`src/rtl/sccb_master_ctrl.sv`:
```
// SCCB master: single register write (3-phase) or read (2-phase) per command,
// accepted over a valid/ready handshake. All outputs registered.
module sccb_master_ctrl #(
   parameter int unsigned CLK_DIV    = 125,
   parameter logic [7:0]  SLAVE_ID   = 8'h42,
   parameter int unsigned ADDR_W     = 8,
   parameter bit          IGNORE_ACK = 1'b1
) (
   input  logic              PCLK,
   input  logic              PRESETN,
   input  logic              cmd_valid,
   output logic              cmd_ready,
   input  logic              cmd_rd,
   input  logic [ADDR_W-1:0] cmd_addr,
   input  logic [7:0]        cmd_wdata,
   output logic              rsp_valid,
   output logic [7:0]        rsp_rdata,
   output logic              rsp_nack,
   output logic              busy,
   output logic              sioc,
   output logic              siod_o,
   output logic              siod_o_en,
   input  logic              siod_i
);

   localparam int unsigned   NB     = ADDR_W / 8;
   localparam int unsigned   QW     = $clog2(CLK_DIV);
   localparam logic [QW-1:0] Q_LAST = QW'(CLK_DIV - 1);

   typedef enum logic [2:0] {S_IDLE, S_START, S_BYTE, S_STOP, S_GAP, S_DONE} state_t;

   state_t        state, nxt_state;
   logic [QW-1:0] q_cnt, nxt_q_cnt;
   logic [1:0]    qtr, nxt_qtr;
   logic [1:0]    byte_idx, nxt_byte_idx, last_idx;
   logic [2:0]    bit_cnt, nxt_bit_cnt;
   logic          ack_bit, nxt_ack_bit;
   logic          phase2, nxt_phase2;
   logic          rd_r;
   logic [15:0]   addr_r;
   logic [7:0]    wdata_r, rx_sr, tx_byte;
   logic          accept, q_end, rx_byte_now, rx_byte_nxt;
   logic          nxt_sioc, nxt_siod, nxt_en;

   always_comb begin
      accept       = cmd_valid && cmd_ready;
      q_end        = (q_cnt == Q_LAST);
      last_idx     = phase2 ? 2'd1 : (rd_r ? 2'(NB) : 2'(NB + 1));
      rx_byte_now  = phase2 && (byte_idx == 2'd1);
      nxt_state    = state;
      nxt_q_cnt    = q_end ? '0 : q_cnt + 1'b1;
      nxt_qtr      = qtr;
      nxt_byte_idx = byte_idx;
      nxt_bit_cnt  = bit_cnt;
      nxt_ack_bit  = ack_bit;
      nxt_phase2   = phase2;
      case (state)
         S_IDLE: begin
            nxt_q_cnt = '0;
            if (accept) begin
               nxt_state    = S_START;
               nxt_qtr      = '0;
               nxt_byte_idx = '0;
               nxt_bit_cnt  = '0;
               nxt_ack_bit  = 1'b0;
               nxt_phase2   = 1'b0;
            end
         end
         S_DONE: begin
            nxt_state = S_IDLE;
            nxt_q_cnt = '0;
         end
         default: begin
            if (q_end) begin
               nxt_qtr = qtr + 2'd1;
               if (qtr == 2'd3) begin
                  case (state)
                     S_START: begin
                        nxt_state   = S_BYTE;
                        nxt_bit_cnt = '0;
                        nxt_ack_bit = 1'b0;
                     end
                     S_BYTE: begin
                        if (!ack_bit) begin
                           if (bit_cnt == 3'd7) nxt_ack_bit = 1'b1;
                           else                 nxt_bit_cnt = bit_cnt + 3'd1;
                        end else begin
                           nxt_ack_bit = 1'b0;
                           nxt_bit_cnt = '0;
                           if (byte_idx == last_idx) nxt_state    = S_STOP;
                           else                      nxt_byte_idx = byte_idx + 2'd1;
                        end
                     end
                     S_STOP: nxt_state = (rd_r && !phase2) ? S_GAP : S_DONE;
                     S_GAP: begin
                        nxt_state    = S_START;
                        nxt_phase2   = 1'b1;
                        nxt_byte_idx = '0;
                     end
                     default: ;
                  endcase
               end
            end
         end
      endcase

      // Bus levels are decoded from the next position so they appear in the
      // same cycle the FSM enters that quarter.
      rx_byte_nxt = nxt_phase2 && (nxt_byte_idx == 2'd1);
      tx_byte     = wdata_r;
      if (nxt_byte_idx == 2'd0)
         tx_byte = nxt_phase2 ? (SLAVE_ID | 8'h01) : SLAVE_ID;
      else if (nxt_byte_idx <= 2'(NB))
         tx_byte = (NB == 2 && nxt_byte_idx == 2'd1) ? addr_r[15:8] : addr_r[7:0];

      nxt_sioc = 1'b1;
      nxt_siod = 1'b1;
      nxt_en   = 1'b0;
      case (nxt_state)
         S_START: begin
            nxt_en   = 1'b1;
            nxt_siod = (nxt_qtr == 2'd0);
         end
         S_STOP: begin
            nxt_en   = 1'b1;
            nxt_sioc = (nxt_qtr != 2'd0);
            nxt_siod = nxt_qtr[1];
         end
         S_GAP: nxt_en = 1'b1;
         S_BYTE: begin
            nxt_sioc = nxt_qtr[1];
            if (nxt_ack_bit) begin
               nxt_en = rx_byte_nxt;
            end else if (!rx_byte_nxt) begin
               nxt_en   = 1'b1;
               nxt_siod = tx_byte[~nxt_bit_cnt];
            end
         end
         default: ;
      endcase
   end

   always_ff @(posedge PCLK or negedge PRESETN) begin
      if (!PRESETN) begin
         state     <= S_IDLE;
         q_cnt     <= '0;
         qtr       <= '0;
         byte_idx  <= '0;
         bit_cnt   <= '0;
         ack_bit   <= 1'b0;
         phase2    <= 1'b0;
         rd_r      <= 1'b0;
         addr_r    <= '0;
         wdata_r   <= '0;
         rx_sr     <= '0;
         cmd_ready <= 1'b1;
         busy      <= 1'b0;
         rsp_valid <= 1'b0;
         rsp_rdata <= '0;
         rsp_nack  <= 1'b0;
         sioc      <= 1'b1;
         siod_o    <= 1'b1;
         siod_o_en <= 1'b0;
      end else begin
         state     <= nxt_state;
         q_cnt     <= nxt_q_cnt;
         qtr       <= nxt_qtr;
         byte_idx  <= nxt_byte_idx;
         bit_cnt   <= nxt_bit_cnt;
         ack_bit   <= nxt_ack_bit;
         phase2    <= nxt_phase2;
         sioc      <= nxt_sioc;
         siod_o    <= nxt_siod;
         siod_o_en <= nxt_en;
         rsp_valid <= (nxt_state == S_DONE);
         if (accept) begin
            cmd_ready <= 1'b0;
            busy      <= 1'b1;
            rd_r      <= cmd_rd;
            addr_r    <= 16'(cmd_addr);
            wdata_r   <= cmd_wdata;
            rsp_nack  <= 1'b0;
         end else if (state == S_DONE) begin
            cmd_ready <= 1'b1;
            busy      <= 1'b0;
         end
         if (state == S_BYTE && qtr == 2'd2 && q_end) begin
            if (ack_bit && !rx_byte_now) begin
               if (!IGNORE_ACK && siod_i) rsp_nack <= 1'b1;
            end else if (!ack_bit && rx_byte_now) begin
               rx_sr <= {rx_sr[6:0], siod_i};
            end
         end
         if (state == S_STOP && nxt_state == S_DONE && rd_r)
            rsp_rdata <= rx_sr;
      end
   end

endmodule

```
`config.mk`:
```
export PLATFORM = sky130hd
export DESIGN_NAME = sccb_master_ctrl
export DESIGN_NICKNAME = d
export VERILOG_FILES = /design/src/rtl/sccb_master_ctrl.sv
export SDC_FILE = /design/constraint.sdc
export NUM_CORES = 1
export LEC_CHECK = 0
export BUFFER_PORTS_ARGS = -buffer_cell sky130_fd_sc_hd__buf_2
export CORE_ASPECT_RATIO = 0.7
export CORE_MARGIN = 2
export CORE_UTILIZATION = 52
export DETAILED_ROUTE_END_ITERATION = 10
export PLACE_DENSITY_LB_ADDON = 0.25
export SKIP_LAST_GASP = 1
export SLEW_MARGIN = 0
export SYNTH_ARGS = -nofsm -noshare
export SYNTH_HDL_FRONTEND = slang
export SYNTH_SLANG_ARGS = --single-unit
export TNS_END_PERCENT = 20
```
`constraint.sdc`:
```
create_clock -name PCLK -period 2.71 [get_ports PCLK]
set_clock_uncertainty 0.05 [all_clocks]
set_input_delay 0.4065 -clock PCLK [delete_from_list [all_inputs] [get_ports PCLK]]
set_output_delay 0.4065 -clock PCLK [all_outputs]
set_load 0.02 [all_outputs]
```
==> results of run 1 <==
layout make-up:
| type | instances | share of cell area |
|---|---|---|
| well taps | 75 | 0.0240 |
| clock buffers | 9 | 0.0317 |
| repair buffers | 78 | 0.131 |
| multi-input cells | 206 | 0.394 |
| inverters | 15 | 0.0144 |
| flip-flops and latches | 58 | 0.373 |
| clock inverters | 7 | 0.0320 |
final timing paths:
kind / from / to / slack (ns) / cells past startpoint
worst max-delay path: q_cnt[1] / siod_o / -0.13 / 10
worst min-delay path: PRESETN / state[0] / 0.13 / 2
worst max register to register: q_cnt[1] / siod_o / -0.13 / 10
worst min register to register: busy / busy / 0.44 / 2
max in group asynchronous: PRESETN / addr_r[4] / 2.00 / 2
min in group PCLK: cmd_addr[0] / addr_r[0] / 0.23 / 2
per-layer routing:
layer  share of wire  wire length (µm)  up-vias
met2            0.41              3060       94
met4           0.014               104        0
met3           0.079               594       12
met1            0.50              3740     1221
li1                -                 -     1213
met5               0                 0        -
per-stage QoR:
| stage | hold slack (ns) | setup slack, ns | setup TNS (ns) |
|---|---|---|---|
| after floorplan | 0.0609 | -0.0289 | -0.0289 |
| after global placement | 0.409 | -0.109 | -0.109 |
| after detailed placement | 0.415 | -0.128 | -0.128 |
| after CTS | 0.149 | -0.0920 | -0.0920 |
| after global routing | 0.204 | -0.230 | -0.236 |
| final | 0.132 | -0.134 | -0.134 |
timing repair:
| action | in CTS | in global routing |
|---|---|---|
| cloned | 0 | 0 |
| setup endpoints to repair | 1 | 2 |
| pin swaps | 0 | 0 |
| resized for setup | 6 | 3 |
sequential cells by signal, indices dropped and copies added (netlist names):
name / count
addr_r: 8
rsp_rdata: 8
rx_sr: 8
wdata_r: 8
q_cnt: 7
bit_cnt: 3
state: 3
byte_idx: 2
qtr: 2
ack_bit: 1
busy: 1
cmd_ready: 1
phase2: 1
rd_r: 1
rsp_valid: 1
sioc: 1
siod_o: 1
siod_o_en: 1
cell families after synthesis:
family | count (synthesis) | share of synthesized area
simple gates | 95 | 0.161
flops | 58 | 0.477
compound gates | 59 | 0.140
buf+inv | 27 | 0.0378
xor+xnor | 8 | 0.0230
fa+ha+maj | 7 | 0.0279
other cells | 1 | 0.00123
mux | 36 | 0.132
power groups by stage:
stage / Clock [mW] / Combinational, mW / Sequential, mW
finish: 1.00 / 0.0785 / 0.916
detailed placement: 0 / 0.0793 / 0.931
CTS: 1.02 / 0.0801 / 0.915
floorplan: 0 / 0.0386 / 0.924
global route: 1.07 / 0.0898 / 0.918
global placement: 0 / 0.0763 / 0.930
cells in the final DEF (no fill, tap or decap), drive strengths merged, types with 5 or more instances in the layout:
master | Yosys | layout
dfrtp | 55 | 55
a21oi | 9 | 9
a211o | 5 | 5
or2 | 6 | 6
xor2 | 5 | 5
nor2b | 6 | 6
buf | 5 | 78
clkbuf | 7 | 9
nand3 | 13 | 13
o21ai | 12 | 12
inv | 15 | 16
nand4 | 8 | 8
mux2 | 34 | 34
ha | 6 | 6
and2 | 5 | 5
nor2 | 22 | 22
nand2 | 17 | 17
nand2b | 5 | 5
critical path: stages (launching register included):
cell and delay (ns):
dfrtp_1 0.39, inv_1 0.06, ha_2 0.19, nand4_1 0.10
or2_4 0.27, o311a_4 0.33, or2_4 0.27, a221oi_2 0.27
nor3_1 0.10, or4_1 0.47, a211o_1 0.27
==> run summary, run 1 <==
Root Driver: clkbuf_8
post-route ant nets: 0
hold-fix buffers at CTS: 0
most common cell in the synthesized netlist: dfrtp_1
Seq pwr share: 0.459
Die H: 68.1 µm
Final setup violation count: 1
IO Pins: 36
Area after DPL: 0.00361 mm²
GRT met2 Usage: 0.350
synthesized area per cell: 10.5 µm²
synth top area cells: dfrtp_1 (45%), mux2_2 (13%), nor2_1 (2.7%), dfstp_2 (2.6%), ha_1 (2.5%)
vias in the first global route: 2316
Filler Cell Count: 422
Pwr Density: 511 mW/mm²
max_slew headroom: 0.517
Slew Viols, Final: 0
# rows: 23
maximum clock rate: 0.352 GHz
Antenna diodes: 0
initial core utilization: 0.535
Synth cell types: 60
Avg Vias per Cell: 5.67
drt first-iter violations: 184
WP data required: 2.94 ns
first-pass GRT wire length: 12.0 mm
DR pass1 iterations: 5
met3 usage: 0.0914
Setup Crit Path Kind: reg2reg
Post-Synthesis Net Count: 318
cells after synthesis: 291
total number of vias: 2540
status: finished with violations
Num CTS Buffers: 9
worst skew pair latency: 0.36 ns
worst hold path class: in2async
Worst Setup Start Kind: flop
GRT Residual Overflow: 0
clock share of power: 0.502
Ys Warns: 0
initial antenna violation count: 0
GR Util met1: 0.374
Max Root-Sink Buffers: 2
final worst slack: -0.134 ns
crit path time final: 2.84 ns
P_sw: 442 µW
Gate power share: 0.039
RSZ-0062 raised after global routing: yes
Primary FF master, synth: dfrtp_1
Die ar.: 0.00650 mm²
sequential share of the synthesized area: 0.477
busiest grt layer: met1
area of the multi-input gates: 0.00154 mm²
Post-CTS Setup Repair Bufs: 0
switching share of power: 0.221
Slew @ Worst Pin: 0.724 ns
Core ar.: 0.00570 mm²
Max Cap Viol: 0
I/O Buffers: 34
fin crit share: 1.05
Finished Core Util: 0.686
FFs w/ async S/R, synth: 1.00
Max VDD drop: 0.000364 V
Die W: 95.5 µm
register area: 0.00146 mm²
failing checks: setup timing
endpoint class of the critical path: flop
dpl hpwl: 5.42 mm
DRC Markers: 0
routability cong.: 0.930
GRT Total Usage: 0.254
CP arrival: 3.08 ns
leakage power: 1.85 nW
Non-Filler Instances: 448
most frequent cells after synthesis: dfrtp_1 (55), mux2_2 (34), nor2_1 (22)
largest net degree at the start of global routing: 59
WL final: 7.50 mm
TritonCTS clock tree: built
Yosys top cell area share: 0.452
Layout Nets: 395
Fin. Hold Viols: 0
Placed Cells: 432
Reg clk slew, reported paths: 0.07 ns
CP Max Fanout: 7
Area Overhead vs Synth: 28.2%
WL/cell: 16.7 µm
total chip power: 2.00 mW
Final Instance Area: 0.00391 mm²
CTS sink cnt: 58
htree depth: 3
layout cells sized above 1: 0.402
cell-internal power: 1.55 mW
Post-synth EDFFs: 0
flops & latches, synth: 58
post-synth top area cell: dfrtp_1
Mapped Area: 0.00305 mm²
Power figures use the tool's default switching activity.
==> inputs of run 2 (changes only) <==
BUFFER_PORTS_ARGS = -buffer_cell sky130_fd_sc_hd__buf_4   (was -buffer_cell sky130_fd_sc_hd__buf_2)
CELL_PAD_IN_SITES_DETAIL_PLACEMENT = 1   (was unset)
CELL_PAD_IN_SITES_GLOBAL_PLACEMENT = 2   (was unset)
CORE_UTILIZATION = 34   (was 52)
clock period = 2.52 ns   (was 2.71 ns; I/O delays follow)
==> run summary, run 2 (same netlist as run 1, synthesis figures left out) <==
slowest stage delay, CP: 0.48 ns (about the same)
WL final: 9.59 mm (+28%)
Area Overhead vs Synth: 44.6%
crit path time final: 2.91 ns (+0.0675 ns)
critical path's top delay family: simple AND/OR/NAND/NOR gates
Die W: 117 µm (+23%)
Max Root-Sink Buffers: 2 (unchanged)
area of the multi-input gates: 0.00159 mm² (+3.6%)
DR pass1 iterations: 6 (+1)
WL/cell: 18.3 µm (+9.2%)
Max VDD drop: 0.000385 V (+5.6%)
total number of vias: 2703 (+6.4%)
fin crit share: 1.16 (+0.106)
Die ar.: 0.00975 mm² (+50%)
Root Driver: clkbuf_16
commonest non-fill, non-tap cell in the layout: buf_4
initial antenna violation count: 0 (unchanged)
final worst slack: -0.392 ns (-0.258 ns)
worst hold path class: in2async
Antenna diodes: 0 (unchanged)
cell mode on critical path: or2_4
Max Cap Viol: 0 (unchanged)
largest net degree at the start of global routing: 59 (unchanged)
GRT Residual Overflow: 0 (unchanged)
CP arrival: 3.11 ns (+0.03 ns)
Slew @ Worst Pin: 0.742 ns (+0.0176 ns)
Pwr Density: 541 mW/mm² (+6.0%)
max_slew headroom: 0.506 (-0.0117)
Num CTS Buffers: 9 (unchanged)
Buf/Inv on CP: 0 (-1)
dpl hpwl: 6.86 mm (+27%)
commonest non-fill, non-tap cells in the layout: buf_4 (108), dfrtp_1 (55), mux2_2 (34)
# rows: 28 (+22%)
Avg Vias per Cell: 5.15 (-9.2%)
endpoint class of the critical path: flop
register area: 0.00146 mm² (unchanged)
WP data required: 2.72 ns (-0.22 ns)
status: finished with violations
vias in the first global route: 2935 (+27%)
Worst Setup Start Kind: flop
GRT Total Usage: 0.216 (-0.0385)
Reg clk slew, reported paths: 0.06 ns (about the same)
I/O Buffers: 34 (unchanged)
setup TNS: -1.74 ns (-1.61 ns)
CP Max Fanout: 7 (unchanged)
DRC Markers: 0 (unchanged)
Setup crit start: qtr[1]
drt first-iter violations: 211 (+15%)
TritonCTS clock tree: built
CTS sink cnt: 58 (unchanged)
Final setup violation count: 10 (+9)
failing checks: setup timing
Setup Crit Path Kind: reg2reg
Fin. Hold Viols: 0 (unchanged)
routability cong.: 0.834 (-10%)
maximum clock rate: 0.343 GHz (-2.3%)
Core ar.: 0.00858 mm² (+51%)
IO Pins: 36 (unchanged)
worst slack at placement: -0.410 ns (-0.282 ns)
Die H: 83.2 µm (+22%)
worst path cell trace: ha_2 -> nand4_1 -> or2_4 -> o311a_4 -> or2_4 -> a221oi_2 -> nor3_1 -> or4_1 -> a211o_1
Crit-path slowest cell: or4_1
first-pass GRT wire length: 15.8 mm (+32%)
Layout Nets: 427 (+8.1%)
initial core utilization: 0.355 (-0.180)
post-route ant nets: 0 (unchanged)
leakage power: 2.06 nW (+11%)
Filler Cell Count: 956 (+130%)
htree depth: 3 (unchanged)
worst skew pair latency: 0.34 ns (-0.02 ns)
Slew Viols, Final: 0 (unchanged)
layout cells sized above 1: 0.469 (+0.0670)
source of the worst register-to-register timing path: qtr[1]
RSZ-0062 raised after global routing: yes
[run 2: cell count changes in the layout (fill, tap and decap cells not counted), moves of 9 or more]
cell / change
clkbuf_8: -9
buf_2: -34
clkbuf_16: +9
buf_4: +65
[run 2: worst paths after layout]
path	to	slack, ns	cells past startpoint
worst min-delay path	q_cnt[4]	0.05	1
worst max register to register	siod_o	-0.39	9
max in group asynchronous	wdata_r[4]	1.86	1
min in group PCLK	addr_r[5]	0.23	2
worst min register to register	busy	0.44	2
worst max-delay path	siod_o	-0.39	9
[run 2: metrics by stage]
stage | instances | total power, mW | area, µm² | hold slack [ns] | util
finish | 525 | 2.39 | 4410 | 0.0539 | 0.514
floorplan | 291 | 1.04 | 3070 | 0.0324 | -
global route | 525 | 2.48 | 4410 | 0.117 | 0.514
global placement | 501 | 1.09 | 3920 | 0.415 | 0.457
detailed placement | 501 | 1.10 | 3920 | 0.438 | 0.457
CTS | 525 | 2.43 | 4380 | 0.0820 | 0.510
[run 2: power breakdown]
part	switching, mW	internal (mW)
registers	0.0218	0.965
clock network	0.446	0.862
logic	0.0392	0.0530
total	0.507	1.88
[run 2: worst register-to-register path, delay by kind of cell, from the launching register on]
family                     cells  cell delay [ns]
adders and majority gates      1             0.24
AOI/OAI and AO/OA              3             0.92
and+or+nand+nor                5             1.27
DFF                            1             0.35
[run 2: what timing repair did]
action / CTS / global route
pin swaps: 7 / 7
hold buffers: 0 / 0
buffers inserted: 9 / 2
endpoints found under the setup margin: 10 / 10
cloned: 0 / 0
endpoints found under the hold margin: 0 / 0
resized for setup: 14 / 7
[run 2: final cells by class]
type | instances | area share
Clock inverter | 7 | 0.0213
Inverter | 15 | 0.0128
Sequential cell | 58 | 0.330
Multi-Input combinational cell | 206 | 0.362
Clock buffer | 9 | 0.0511
Tap cell | 120 | 0.0341
Timing Repair Buffer | 110 | 0.189
[run 2: layer usage]
layer	GRT usage	routed length [µm]
met1	0.304	4680
met2	0.330	4480
met3	0.0504	334
met4	0.0588	105
met5	0	0
==> inputs of run 3 (changes only) <==
CORE_UTILIZATION = 35   (was 34)
CTS_BUF_LIST = sky130_fd_sc_hd__clkbuf_4   (was unset)
==> run summary, run 3 (same netlist as run 1, synthesis figures left out) <==
status: finished with violations
failing checks: setup timing
commonest non-fill, non-tap cell in the layout: buf_4
Pwr Density: 480 mW/mm² (-11%)
GR Util met1: 0.280 (-0.0241)
Slew @ Worst Pin: 0.759 ns (+0.0175 ns)
routability cong.: 0.880 (+5.5%)
endpoint class of the critical path: flop
Die W: 116 µm (-1.4%)
busiest grt layer: met2
GRT Total Usage: 0.201 (-0.0142)
CP arrival: 3.15 ns (+0.04 ns)
dpl hpwl: 6.79 mm (-1.0%)
maximum clock rate: 0.349 GHz (+1.6%)
Core ar.: 0.00844 mm² (-1.6%)
htree depth: 3 (unchanged)
worst hold path class: in2reg
max_slew headroom: 0.494 (-0.0117)
Root Driver: clkbuf_4
total chip power: 2.04 mW (-15%)
DR pass1 iterations: 4 (-2)
Reg clk slew, reported paths: 0.11 ns (+0.05 ns)
Num CTS Buffers: 9 (unchanged)
layout cells sized above 1: 0.455 (-0.0144)
Slew Viols, Final: 0 (unchanged)
Max VDD drop: 0.000295 V (-23%)
commonest non-fill, non-tap cells in the layout: buf_4 (101), dfrtp_1 (54), mux2_2 (34)
IO Pins: 36 (unchanged)
DRC Markers: 0 (unchanged)
CP Max Fanout: 7 (unchanged)
initial core utilization: 0.361 (+0.00589)
crit path time final: 2.86 ns (-0.0472 ns)
met3 usage: 0.0480 (-0.00239)
post-route ant nets: 0 (unchanged)
Max Root-Sink Buffers: 2 (unchanged)
final worst slack: -0.345 ns (+0.0472 ns)
Antenna diodes: 0 (unchanged)
largest net degree at the start of global routing: 59 (unchanged)
leakage power: 1.98 nW (-3.7%)
worst skew pair latency: 0.41 ns (+0.07 ns)
Final setup violation count: 2 (-8)
Layout Nets: 420 (-1.6%)
GRT Residual Overflow: 0 (unchanged)
Avg Vias per Cell: 5.05 (-1.8%)
first-pass GRT wire length: 14.3 mm (-9.8%)
Final Instance Area: 0.00425 mm² (-3.6%)
worst slack at placement: -0.435 ns (-0.0250 ns)
WL/cell: 17.3 µm (-5.1%)
WL final: 8.98 mm (-6.4%)
Fin. Hold Viols: 0 (unchanged)
Die H: 82.1 µm (-1.4%)
RSZ-0062 raised after global routing: yes
vias in the first global route: 2742 (-6.6%)
Worst Setup Start Kind: flop
WP data required: 2.81 ns (+0.09 ns)
I/O Buffers: 34 (unchanged)
Max Cap Viol: 0 (unchanged)
Area after DPL: 0.00390 mm² (-0.57%)
initial antenna violation count: 0 (unchanged)
Area Overhead vs Synth: 39.4%
Die ar.: 0.00948 mm² (-2.7%)
fin crit share: 1.14 (-0.0187)
# rows: 28 (unchanged)
Setup Crit Path Kind: reg2reg
TritonCTS clock tree: built
GRT met2 Usage: 0.316 (-0.0144)
total number of vias: 2618 (-3.1%)
drt first-iter violations: 129 (-39%)
CTS sink cnt: 58 (unchanged)
-- run 3: cell count changes in the layout (fill, tap and decap cells not counted), moves of 2 or more --
cell        before  now
buf_4          108  101
bufinv_16        2    4
clkbuf_16        9    0
clkbuf_4         0   10
clkinvlp_4       2    0
-- run 3: per-layer routing --
metal,up-vias,routed length (µm)
li1,1266,-
met1,1298,4530
met2,44,4050
met3,10,313
met4,0,95
met5,-,0
-- run 3: power by group --
| part | internal (mW) | switching [mW] | total (mW) |
|---|---|---|---|
| Clock | 0.609 | 0.346 | 0.954 |
| Sequential | 0.962 | 0.0220 | 0.984 |
| Combinational | 0.0588 | 0.0417 | 0.101 |
-- run 3: area by class of cell --
type                       instances  area [µm²]
tap                              120         150
multi-input combinational        206        1600
sequential                        58        1460
inverter                          15        56.3
fill                             961        4190
clock buffer                      10        75.1
clock inverter                     6         129
timing repair buffer             103         779
-- run 3: worst paths after layout --
path,endpoint,slack (ns),depth (start not counted),from
min in group asynchronous,q_cnt[6],0.51,2,PRESETN
setup / recovery,siod_o,-0.34,10,q_cnt[1]
max in group asynchronous,state[0],1.37,2,PRESETN
hold reg to reg,busy,0.45,2,busy
hold / removal,wdata_r[3],0.15,2,cmd_wdata[3]
setup reg to reg,siod_o,-0.34,10,q_cnt[1]
-- run 3: repair_timing --
| item | CTS | global route |
|---|---|---|
| setup buffers | 1 | 2 |
| hold buffers | 1 | 0 |
| endpoints found under the setup margin | 2 | 10 |
| hold endpoints to repair | 11 | 0 |
| resized for setup | 6 | 15 |
| pin swaps | 0 | 9 |
-- run 3: metrics by stage --
stage | setup TNS [ns] | hold WS (ns) | instances | utilization
6_report | -0.402 | 0.152 | 518 | 0.503
3_3_place_gp | -0.417 | 0.420 | 498 | 0.462
2_1_floorplan | -0.219 | 0.0324 | 291 | -
4_1_cts | -0.434 | 0.123 | 516 | 0.492
5_1_grt | -1.26 | 0.115 | 518 | 0.503
3_5_place_dp | -0.642 | 0.421 | 498 | 0.462
-- run 3: worst max-delay path: stages (launching register included) --
cell and delay (ns):
dfrtp_1 0.41, inv_2 0.07, ha_4 0.13, nand4_1 0.09
or2_4 0.29, o311a_4 0.33, or2_4 0.30, a221oi_4 0.30
nor3_2 0.08, or4_1 0.47, a211o_1 0.27
